### src/rtl/enc_pipeline.sv
// enc_pipeline: parametrised multi-stage encryption pipeline.
//
// Each of STAGES round registers holds one item together with its own copy of
// the key bundle and the encrypt/decrypt mode. Because of this, key or mode
// changes at the input never disturb items that are already in flight. Every
// stage boundary uses a valid/ready handshake, so empty stages (bubbles)
// collapse and a full pipeline stalls cleanly under output backpressure.
//
// Round for stage i, using sub-key index j:
//   m_j = k_j replicated from the LSB up to DATA_W bits
//   s_j = k_j mod DATA_W
//   encrypt: j = i,          result = rotl(x ^ m_j, s_j)
//   decrypt: j = STAGES-1-i, result = rotr(x, s_j) ^ m_j
//
// Ports:
//   clk        clock
//   rst        synchronous active-high reset (has priority over flush)
//   flush      synchronous clear of all stage valid bits
//   in_valid   input item valid
//   in_ready   pipeline can accept an item this cycle
//   in_data    plaintext or ciphertext
//   in_decrypt 0 = encrypt, 1 = decrypt (captured per item)
//   key_bits   sub-keys, k_j = key_bits[j*KEYB +: KEYB] (captured per item)
//   out_valid  output item valid
//   out_ready  consumer accepts the output item
//   out_data   result
//   occupancy  number of valid stage registers
module enc_pipeline #(
  parameter int DATA_W = 16,
  parameter int STAGES = 3,
  parameter int KEYB   = 6
) (
  input  logic                         clk,
  input  logic                         rst,
  input  logic                         flush,
  input  logic                         in_valid,
  output logic                         in_ready,
  input  logic [DATA_W-1:0]            in_data,
  input  logic                         in_decrypt,
  input  logic [STAGES*KEYB-1:0]       key_bits,
  output logic                         out_valid,
  input  logic                         out_ready,
  output logic [DATA_W-1:0]            out_data,
  output logic [$clog2(STAGES+1)-1:0]  occupancy
);

  localparam int KEY_W = STAGES * KEYB;
  localparam int OCC_W = $clog2(STAGES + 1);

  // One round; the sub-key index depends on the item's mode so that the
  // decrypt chain undoes the encrypt rounds in reverse order.
  function automatic logic [DATA_W-1:0] round_fn(
    input logic [DATA_W-1:0] x,
    input logic [KEY_W-1:0]  keys,
    input logic              dec,
    input int                stage
  );
    int                  j;
    int                  s;
    logic [KEYB-1:0]     k;
    logic [DATA_W-1:0]   m;
    logic [DATA_W-1:0]   res;
    logic [2*DATA_W-1:0] dbl;
    j = dec ? (STAGES - 1 - stage) : stage;
    k = keys[j*KEYB +: KEYB];
    for (int b = 0; b < DATA_W; b++) begin
      m[b] = k[b % KEYB];
    end
    s = int'(k) % DATA_W;
    // Rotations are done on a doubled word so a variable shift suffices.
    if (!dec) begin
      dbl = {x ^ m, x ^ m} << s;
      res = dbl[2*DATA_W-1 -: DATA_W];
    end else begin
      dbl = {x, x} >> s;
      res = dbl[DATA_W-1:0] ^ m;
    end
    return res;
  endfunction

  logic [STAGES-1:0] v;
  logic [STAGES-1:0] nxt_v;
  logic [STAGES-1:0] load;
  logic [STAGES-1:0] mode_r;
  logic [STAGES-1:0] src_mode;
  logic [STAGES-1:0] src_v;
  logic [STAGES:0]   ready;
  logic [DATA_W-1:0] d       [STAGES];
  logic [DATA_W-1:0] src_d   [STAGES];
  logic [DATA_W-1:0] rnd     [STAGES];
  logic [KEY_W-1:0]  key_r   [STAGES];
  logic [KEY_W-1:0]  src_key [STAGES];

  // Ready chain. ready_i = !v_i || ready_{i+1} unrolls to "some stage at or
  // after i is empty, or the consumer is taking the output", which is built
  // here from a running AND so no signal depends on itself.
  always_comb begin
    logic full_run;
    full_run      = 1'b1;
    ready         = '0;
    ready[STAGES] = out_ready;
    for (int i = STAGES - 1; i >= 0; i--) begin
      full_run = full_run & v[i];
      ready[i] = !full_run || out_ready;
    end
  end

  assign in_ready = ready[0] && !flush;

  // Stage sources, round results and load/hold decisions. Loads are blocked
  // during flush so the data registers stay unchanged in that cycle.
  always_comb begin
    src_d[0]    = in_data;
    src_key[0]  = key_bits;
    src_mode[0] = in_decrypt;
    src_v[0]    = in_valid;
    for (int i = 1; i < STAGES; i++) begin
      src_d[i]    = d[i-1];
      src_key[i]  = key_r[i-1];
      src_mode[i] = mode_r[i-1];
      src_v[i]    = v[i-1];
    end
    for (int i = 0; i < STAGES; i++) begin
      rnd[i]   = round_fn(src_d[i], src_key[i], src_mode[i], i);
      load[i]  = src_v[i] && ready[i] && !flush;
      nxt_v[i] = load[i] || (v[i] && !ready[i+1]);
    end
  end

  // Stage registers; reset wins over flush, flush only clears valid bits.
  always_ff @(posedge clk) begin
    if (rst) begin
      v      <= '0;
      mode_r <= '0;
      for (int i = 0; i < STAGES; i++) begin
        d[i]     <= '0;
        key_r[i] <= '0;
      end
    end else begin
      v <= flush ? '0 : nxt_v;
      for (int i = 0; i < STAGES; i++) begin
        if (load[i]) begin
          d[i]      <= rnd[i];
          key_r[i]  <= src_key[i];
          mode_r[i] <= src_mode[i];
        end
      end
    end
  end

  always_comb begin
    occupancy = '0;
    for (int i = 0; i < STAGES; i++) begin
      if (v[i]) begin
        occupancy = occupancy + OCC_W'(1);
      end
    end
  end

  assign out_valid = v[STAGES-1];
  assign out_data  = d[STAGES-1];

endmodule

### config.mk
export PLATFORM = sky130hd
export DESIGN_NAME = enc_pipeline
export DESIGN_NICKNAME = d
export VERILOG_FILES = /design/src/rtl/enc_pipeline.sv
export SDC_FILE = /design/constraint.sdc
export NUM_CORES = 1
export LEC_CHECK = 0
export CAP_MARGIN = 20
export CORE_MARGIN = 8
export CORE_UTILIZATION = 40
export DETAILED_ROUTE_END_ITERATION = 8
export PLACE_DENSITY = 0.63
export SLEW_MARGIN = 20
export SYNTH_ARGS = -nofsm -noshare
export SYNTH_HDL_FRONTEND = slang
export SYNTH_SLANG_ARGS = --single-unit
### constraint.sdc
create_clock -name clk -period 6.3 [get_ports clk]
set_input_delay 1.26 -clock clk [delete_from_list [all_inputs] [get_ports clk]]
set_output_delay 1.26 -clock clk [all_outputs]
set_load 0.03 [all_outputs]
==> results of run 1 <==
==> sequential cells by signal, indices dropped and copies added, names as in the netlist <==
name    cells
key_r      30
mode_r      2
v           3
d          48
==> worst reg2reg max path, cell delays in order, from the launching register on <==
cell and delay [ns]:
edfxtp_1 0.78, and2_1 0.42, nor2_1 0.85, mux2i_1 0.52, mux2i_1 0.16, xnor2_1 0.16
o32ai_1 0.11
==> metrics by stage <==
step,setup WS (ns),area (um2),hold slack (ns)
2_1_floorplan,2.94,9870,0.503
3_3_place_gp,1.80,10400,0.524
3_5_place_dp,1.78,10400,0.528
4_1_cts,2.13,10700,0.534
5_1_grt,1.91,10700,0.562
6_report,2.06,10700,0.531
==> power groups by stage <==
stage	clock network, uW	logic, uW	registers, uW
final	481	825	710
after global routing	522	887	715
after CTS	501	808	709
after detailed placement	0	805	721
after global placement	0	802	721
after floorplan	0	637	682
==> routing by layer <==
metal / vias up / share of wire (%) / global-route usage [%]
met5: - / 0 / 0
met4: 0 / 4.5 / 9.49
met3: 86 / 8.1 / 3.38
met2: 486 / 47 / 30.8
met1: 4152 / 41 / 24.7
li1: 3986 / - / -
==> layout by cell type, fill, tap and decap left out, types with 20 or more instances in the layout <==
cell type / synthesis / routed
and3_1: 28 / 28
a21oi_1: 55 / 55
a211oi_1: 20 / 20
o21ai_0: 49 / 49
mux2i_1: 92 / 91
mux4_2: 61 / 61
edfxtp_1: 78 / 78
o22ai_1: 25 / 25
nor2_1: 70 / 69
clkdlybuf4s50_1: 0 / 59
nand2_1: 73 / 72
xnor2_1: 53 / 53
xor2_1: 46 / 46
==> how the worst min path moves through the flow <==
| stage | from | endpoint | slack [ns] | cells past startpoint |
|---|---|---|---|---|
| 6_report | key_r[0][2]$_SDFFCE_PN0P_ | key_r[0][20]$_SDFFCE_PN0P_ | 0.53 | 1 |
| 5_1_grt | key_r[0][2]$_SDFFCE_PN0P_ | key_r[0][20]$_SDFFCE_PN0P_ | 0.56 | 1 |
| 3_5_place_dp | key_r[0][3]$_SDFFCE_PN0P_ | key_r[0][21]$_SDFFCE_PN0P_ | 0.53 | 1 |
| 4_1_cts | key_r[0][3]$_SDFFCE_PN0P_ | key_r[0][21]$_SDFFCE_PN0P_ | 0.53 | 1 |
| 3_3_place_gp | key_r[0][2]$_SDFFCE_PN0P_ | key_r[0][20]$_SDFFCE_PN0P_ | 0.52 | 1 |
| 2_1_floorplan | v[1]$_SDFF_PP0_ | v[2]$_SDFF_PP0_ | 0.50 | 1 |
==> final cells by class <==
| type | count | area [um2] |
|---|---|---|
| well taps | 324 | 405 |
| clock buffers | 10 | 229 |
| repair buffers | 76 | 738 |
| fillers | 2343 | 13500 |
| flip-flops and latches | 83 | 2440 |
| inverters | 21 | 78.8 |
| multi-input cells | 825 | 6780 |
| clock inverters | 6 | 42.5 |
==> cells by family (layout without fill, tap and decap cells) <==
logic type / after synthesis / after routing
buffers and inverters: 137 / 113
xor gates and xnor gates: 99 / 99
adders and majority gates: 2 / 2
DFF: 83 / 83
AOI/OAI and AO/OA: 298 / 298
muxes: 177 / 177
and+or+nand+nor: 249 / 249
==> flow_summary.toml, run 1 <==
[run_status]
status = "finished, final reports clean"

[clock_tree]
cts_num_sinks = 83
cts_buffers = 9
post_cts_buffers = 0
cts-root-buf = "clkbuf_16"
cts-resized-gates = 0
cts_tree = "built"
cts_buffer_depth = 2
ctsHoldBuffers = 0
htree_levels = 3
clk_pin_slew_ns = 0.06
clk_latency_ns = 0.34

[worst_hold_path]
hold_path_class = "flop to flop"

[timing]
skew_ns = 0.0104
tightestPinTransition_ns = 1.08
tns_ns = 0
hold_viol = 0
final-setup-viol-count = 0
slew_headroom_pct = 27.7
finalCriticalPeriod_ns = 4.24
timing.final.crit_share_pct = 67.2
fmax_mhz = 236
rsz0062_at_grt = "no"
slew_violations = 0

[power_and_ir_drop]
p_int_uw = 1270
p_switching_uw = 746
combPwrFrac_pct = 40.9
power_uw = 2020
p_per_area_nw_per_um2 = 188
p_seq_share_pct = 35.2
switching_share_pct = 37.0
clock_power_share_pct = 23.9
max-vdd-ir-drop_mv = 0.122
p_leak_uw = 0.00381

[placement]
place_congestion = 0.997
port_buffers = 59
dp.cells = 1328
dp_hpwl_mm = 22.0

[logic_synthesis]
synth-simple-area-share_pct = 11.8
synth_top_cell_by_area = "edfxtp_1"
synth_cell_types = 70
syn-instance-count = 1045
syn_area_um2 = 9870
synth_nets = 1087
yosys-top-cells-area = "edfxtp_1 24%, mux4_2 14%, mux2i_1 9.3%, xnor2_1 4.7%, xor2_1 4.1%"
synth_top_family_by_area = "multiplexers"
synth_top_area_share_pct = 23.7
synth_edf_count = 78
async_flop_share_pct = 0
synth_warnings = 0
synth_area_per_cell_um2 = 9.44
yosys-top-cells-count = "92 x mux2i_1, 78 x edfxtp_1, 73 x nand2_1, 70 x nor2_1, 61 x mux4_2"
synth_fa_ha_area_share_pct = 0.254
yosys.area_share.xor_xnor_pct = 8.79
synth_ff_type = "edfxtp_1"
synthMuxAreaShare_pct = 26.5
ys_seq_area_share_pct = 24.7
synth_compound_area_share_pct = 21.1
ys_ff_latch = 83
yosysMostFrequentCell = "mux2i_1"

[worst_setup_path]
reg2reg_depth = 6
path_cells = "clkdlybuf4s50_1 > mux2i_2 > buf_4 > mux4_2 > mux2i_1 > mux2i_1 > xnor2_1 > o32ai_1"
path_delay_family = "multiplexers"
crit_type = "input pin to flop"
critPathMaxFanout = 23
arrival_ns = 4.29
endpoint_kind = "flop"
critPathMaxStageDelay_ns = 0.72
cpMaxStageDelayCell = "clkdlybuf4s50_1"
crit_end = "d[0][5]$_SDFFCE_PN0P_"
reg2reg_from = "key_r[0][19]$_SDFFCE_PN0P_"
cp.required_ns = 6.36
r2r_slack_ns = 3.05
r2r_end = "d[0][43]$_SDFFCE_PN0P_"
cp.buffers_inverters = 2
crit_top_cell = "mux2i_1"
cp.depth = 8
startpoint = "key_bits[14]"
critPathLaunchType = "input pin"

[detailed_routing]
antenna_left = 0
vias = 8710
drt-vias-per-instance = 6.48
drtPass1Iterations = 6
wire_per_inst_um = 22.0
drc = 0
drt_iter0_drc = 1021
wl_mm = 29.6

[grt]
grt_pass1_vias = 8336
grt.total_usage_pct = 19.2
grt_pass1_wl_mm = 47.2
antenna_found_initial = 0
grt_max_degree = 48
grt-ovfl-total = 0

[run]
drv_cap = 0

[finish]
nets = 1058
layout-drive-gt1-share_pct = 12.9
stdcell_count = 1345
syn_to_final_growth_pct = 8.56
final_util_pct = 44.2
n_antenna_cell = 0

[floorplanning]
placementRows = 57
die_y_um = 173
core_um2 = 24200
design.die.area_um2 = 30000
io_pins = 60
initial_core_util_pct = 40.7
die_x_um = 173
No activity file was read; power rests on OpenSTA's default activity.
==> run 2, diff against run 1 <==
PLACE_DENSITY = 0.66   (was 0.63)
clock period = 3.7 ns   (was 6.3 ns; I/O delays follow)
==> flow_summary.toml, run 2 (synthesized netlist as in run 1, its figures left out) <==
[timing]
tightestPinTransition_ns = 0.905
fin_ws_ns = 0.452
hold_viol = 0
slew_violations = 0
fmax_mhz = 308
finalCriticalPeriod_ns = 3.25
final-setup-viol-count = 0
rsz0062_at_grt = "no"
skew_ns = 0.0121
timing.final.crit_share_pct = 87.8
holdWs_ns = 0.533
slew_headroom_pct = 39.7
tns_ns = 0

[detailed_routing]
drtPass1Iterations = 5
drt-vias-per-instance = 6.39
antenna_left = 0
drt_iter0_drc = 977
vias = 8823
wl_mm = 31.1
wire_per_inst_um = 22.5
drc = 0

[finish]
regArea_um2 = 2440
largest_reg_flops = 48
syn_to_final_growth_pct = 11.7
largest-register = "d"
mostFrequentLayoutCells = "91 x mux2i_1, 78 x edfxtp_1, 73 x nand2_1, 69 x nor2_1, 61 x mux4_2"
layout-drive-gt1-share_pct = 15.7
fillerInstances = 2329
n_antenna_cell = 0
final_area_um2 = 11000
layout_commonest_cell = "mux2i_1"
nets = 1093
top_regs = "d: 48 flops, key_r: 30 flops, v: 3 flops"
multi_input_area_um2 = 6770
stdcell_count = 1380

[placement]
place_congestion = 0.992
port_buffers = 59
dp_hpwl_mm = 23.6
post-place-ws_ns = 0.155
postPlaceCellArea_um2 = 10700
dp.cells = 1364

[grt]
grt.total_usage_pct = 20.2
grt_pass1_wl_mm = 49.1
grt_max_degree = 43
grt-ovfl-total = 0
antenna_found_initial = 0
grt_pass1_vias = 8562

[power_and_ir_drop]
p_switching_uw = 1320
p_per_area_nw_per_um2 = 325
switching_share_pct = 36.7
combPwrFrac_pct = 40.5
clock_power_share_pct = 25.5
p_leak_uw = 0.00400
max-vdd-ir-drop_mv = 0.224
p_seq_share_pct = 34.0
p_int_uw = 2270

[clock_tree]
cts_buffers = 9
cts-resized-gates = 0
cts_buffer_depth = 2
cts-root-buf = "clkbuf_16"
ctsHoldBuffers = 0
clk_pin_slew_ns = 0.07
cts_tree = "built"
post_cts_buffers = 0
cts_num_sinks = 83
htree_levels = 3
clk_latency_ns = 0.35

[floorplanning]
placementRows = 57
die_x_um = 173
initial_core_util_pct = 40.7
design.die.area_um2 = 30000
io_pins = 60
die_y_um = 173
core_um2 = 24200

[worst_setup_path]
critPathMaxFanout = 25
crit_type = "input pin to flop"
endpoint_kind = "flop"
cp.required_ns = 3.77
arrival_ns = 3.32
critPathLaunchType = "input pin"

[run]
drv_cap = 0

[run_status]
status = "finished, final reports clean"

[worst_hold_path]
hold_path_class = "flop to flop"
[run 2: layout make-up]
cell class / count / area share [%]
well taps: 324 / 3.68
multi-input cells: 825 / 61.4
flip-flops and latches: 83 / 22.2
clock inverters: 5 / 0.556
repair buffers: 111 / 9.35
clock buffers: 11 / 2.11
inverters: 21 / 0.715
[run 2: routing by layer]
metal / global-route usage (%) / vias to the layer above / share of wire [%]
met1: 26.1 / 4218 / 41
met2: 32.6 / 474 / 46
met3: 3.29 / 97 / 7.6
met5: 0 / - / 0
met4: 9.81 / 0 / 4.7
li1: - / 4034 / -
[run 2: power by group through the flow]
stage | Sequential (uW) | Clock [uW] | Combinational, uW
floorplan | 1160 | 0 | 1080
global placement | 1240 | 0 | 1410
detailed placement | 1240 | 0 | 1420
CTS | 1220 | 936 | 1420
global route | 1230 | 968 | 1560
finish | 1220 | 915 | 1450
[run 2: worst paths after layout]
kind / startpoint / to / slack (ns) / cells after the start
setup / recovery: in_decrypt / d[0][0]$_SDFFCE_PN0P_ / 0.45 / 8
hold / removal: key_r[0][13]$_SDFFCE_PN0P_ / key_r[0][31]$_SDFFCE_PN0P_ / 0.53 / 1
setup reg to reg: mode_r[1]$_SDFFE_PP0P_ / d[0][43]$_SDFFCE_PN0P_ / 0.62 / 8
hold reg to reg: key_r[0][13]$_SDFFCE_PN0P_ / key_r[0][31]$_SDFFCE_PN0P_ / 0.53 / 1
[run 2: critical path, stage by stage]
cell and delay [ns]:
clkdlybuf4s50_1 0.67, buf_12 0.23, mux2i_2 0.37, mux4_2 0.58, mux2i_1 0.25, mux2i_1 0.14
xnor2_1 0.22, o22ai_1 0.11
[run 2: metrics by stage]
step	utilization [%]	total power, uW
after floorplan	-	2250
final	45.5	3590
after global placement	44.3	2650
after global routing	45.5	3760
after detailed placement	44.3	2660
after CTS	45.5	3580
==> run 3, diff against run 2 <==
PLACE_DENSITY = 0.63   (was 0.66)
clock period = 3.4 ns   (was 3.7 ns; I/O delays follow)
==> flow_summary.toml, run 3 (synthesized netlist as in run 1, its figures left out) <==
[timing]
fmax_mhz = 336
final-setup-viol-count = 0
finalCriticalPeriod_ns = 2.97
slew_violations = 0
skew_ns = 0.0129
timing.final.crit_share_pct = 87.4
hold_viol = 0
tightestPinTransition_ns = 0.890
rsz0062_at_grt = "no"
tns_ns = 0
slew_headroom_pct = 39.9

[detailed_routing]
drc = 0
wl_mm = 30.8
drtPass1Iterations = 5
vias = 8808
wire_per_inst_um = 22.1
drt-vias-per-instance = 6.31
drt_iter0_drc = 873
antenna_left = 0

[clock_tree]
clk_pin_slew_ns = 0.07
cts_buffers = 9
cts-resized-gates = 0
htree_levels = 3
clk_latency_ns = 0.36
cts_num_sinks = 83
cts_tree = "built"
cts_buffer_depth = 2
cts-root-buf = "clkbuf_16"
post_cts_buffers = 0
ctsHoldBuffers = 0

[floorplanning]
core_um2 = 24200
design.die.area_um2 = 30000
io_pins = 60
die_x_um = 173
placementRows = 57
initial_core_util_pct = 40.7
die_y_um = 173

[worst_setup_path]
critPathMaxStageDelay_ns = 0.70
reg2reg_depth = 7
crit_top_cell = "clkdlybuf4s50_1"
critPathMaxFanout = 5
arrival_ns = 2.29
endpoint_kind = "output pin"
cp.depth = 4
path_cells = "clkdlybuf4s50_1 > and3b_1 > a21oi_1 > clkdlybuf4s50_1"
cp.required_ns = 2.72
cpMaxStageDelayCell = "clkdlybuf4s50_1"
crit_type = "input pin to output pin"
critPathLaunchType = "input pin"
path_delay_family = "buffers and inverters"
cp.buffers_inverters = 2

[grt]
grt_pass1_wl_mm = 48.6
grt-ovfl-total = 0
grt_pass1_vias = 8701
antenna_found_initial = 0
grt.total_usage_pct = 20.0
grt_max_degree = 35

[worst_hold_path]
hold_path_class = "flop to flop"
whs_path_depth = 1

[finish]
layout-drive-gt1-share_pct = 17.1
mostFrequentLayoutCells = "91 x mux2i_1, 78 x edfxtp_1, 73 x nand2_1, 69 x nor2_1, 64 x buf_4"
top_regs = "d: 48 flops, key_r: 30 flops, v: 3 flops"
multi_input_area_um2 = 6770
largest_reg_flops = 48
syn_to_final_growth_pct = 13.1
regArea_um2 = 2440
nets = 1108
n_antenna_cell = 0
final_util_pct = 46.0
fillerInstances = 2299
layout_commonest_cell = "mux2i_1"
largest-register = "d"

[power_and_ir_drop]
max-vdd-ir-drop_mv = 0.271
p_leak_uw = 0.00408
p_per_area_nw_per_um2 = 358

[placement]
port_buffers = 59
dp_hpwl_mm = 24.1
place_congestion = 0.984

[run]
drv_cap = 0

[run_status]
status = "finished, final reports clean"
[run 3: metrics by stage]
stage          power, uW  hold slack, ns  worst slack, ns  cells  instance area, um2
2_1_floorplan       2450           0.503            0.620   1045                9870
3_3_place_gp        2900           0.530            0.121   1379               10800
3_5_place_dp        2910           0.526           0.0870   1379               10800
4_1_cts             4000           0.535            0.406   1395               11200
5_1_grt             4190           0.550            0.324   1395               11200
6_report            4000           0.538            0.427   1395               11200
[run 3: report_power, final]
| group | leakage (uW) | total [uW] | switching, uW | internal [uW] |
|---|---|---|---|---|
| combinational | 0.00307 | 1590 | 869 | 716 |
| sequential | 0.000856 | 1330 | 133 | 1200 |
| clock | 0.000154 | 1080 | 433 | 650 |
| total | 0.00408 | 4000 | 1440 | 2560 |
[run 3: worst reg2reg max path, cell delays in order (launching register included)]
cell	delay, ns
edfxtp_1	0.54
mux2i_4	0.61
buf_4	0.35
a2111oi_1	0.10
a311oi_2	0.44
or2_2	0.18
o211ai_1	0.10
a22o_1	0.24
[run 3: layout make-up]
type	instances	area share, %
flip-flops and latches	83	21.9
clock buffers	9	2.02
multi-input cells	825	60.7
clock inverters	7	0.897
inverters	21	0.707
repair buffers	126	10.1
well taps	324	3.63
[run 3: final timing paths]
path	startpoint	end	slack, ns
max	out_ready	in_ready	0.43
min	key_r[0][14]$_SDFFCE_PN0P_	key_r[0][32]$_SDFFCE_PN0P_	0.54
max reg2reg	key_r[0][18]$_SDFFCE_PN0P_	d[0][46]$_SDFFCE_PN0P_	0.60
min reg2reg	key_r[0][14]$_SDFFCE_PN0P_	key_r[0][32]$_SDFFCE_PN0P_	0.54
[run 3: layer usage]
layer  GRT usage [%]  up-vias  part of all wire [%]
li1                -     4073                     -
met1            24.5     4257                    41
met2            33.8      403                    48
met3            3.68       75                   7.0
met4            9.41        0                   4.2
met5               0        -                     0
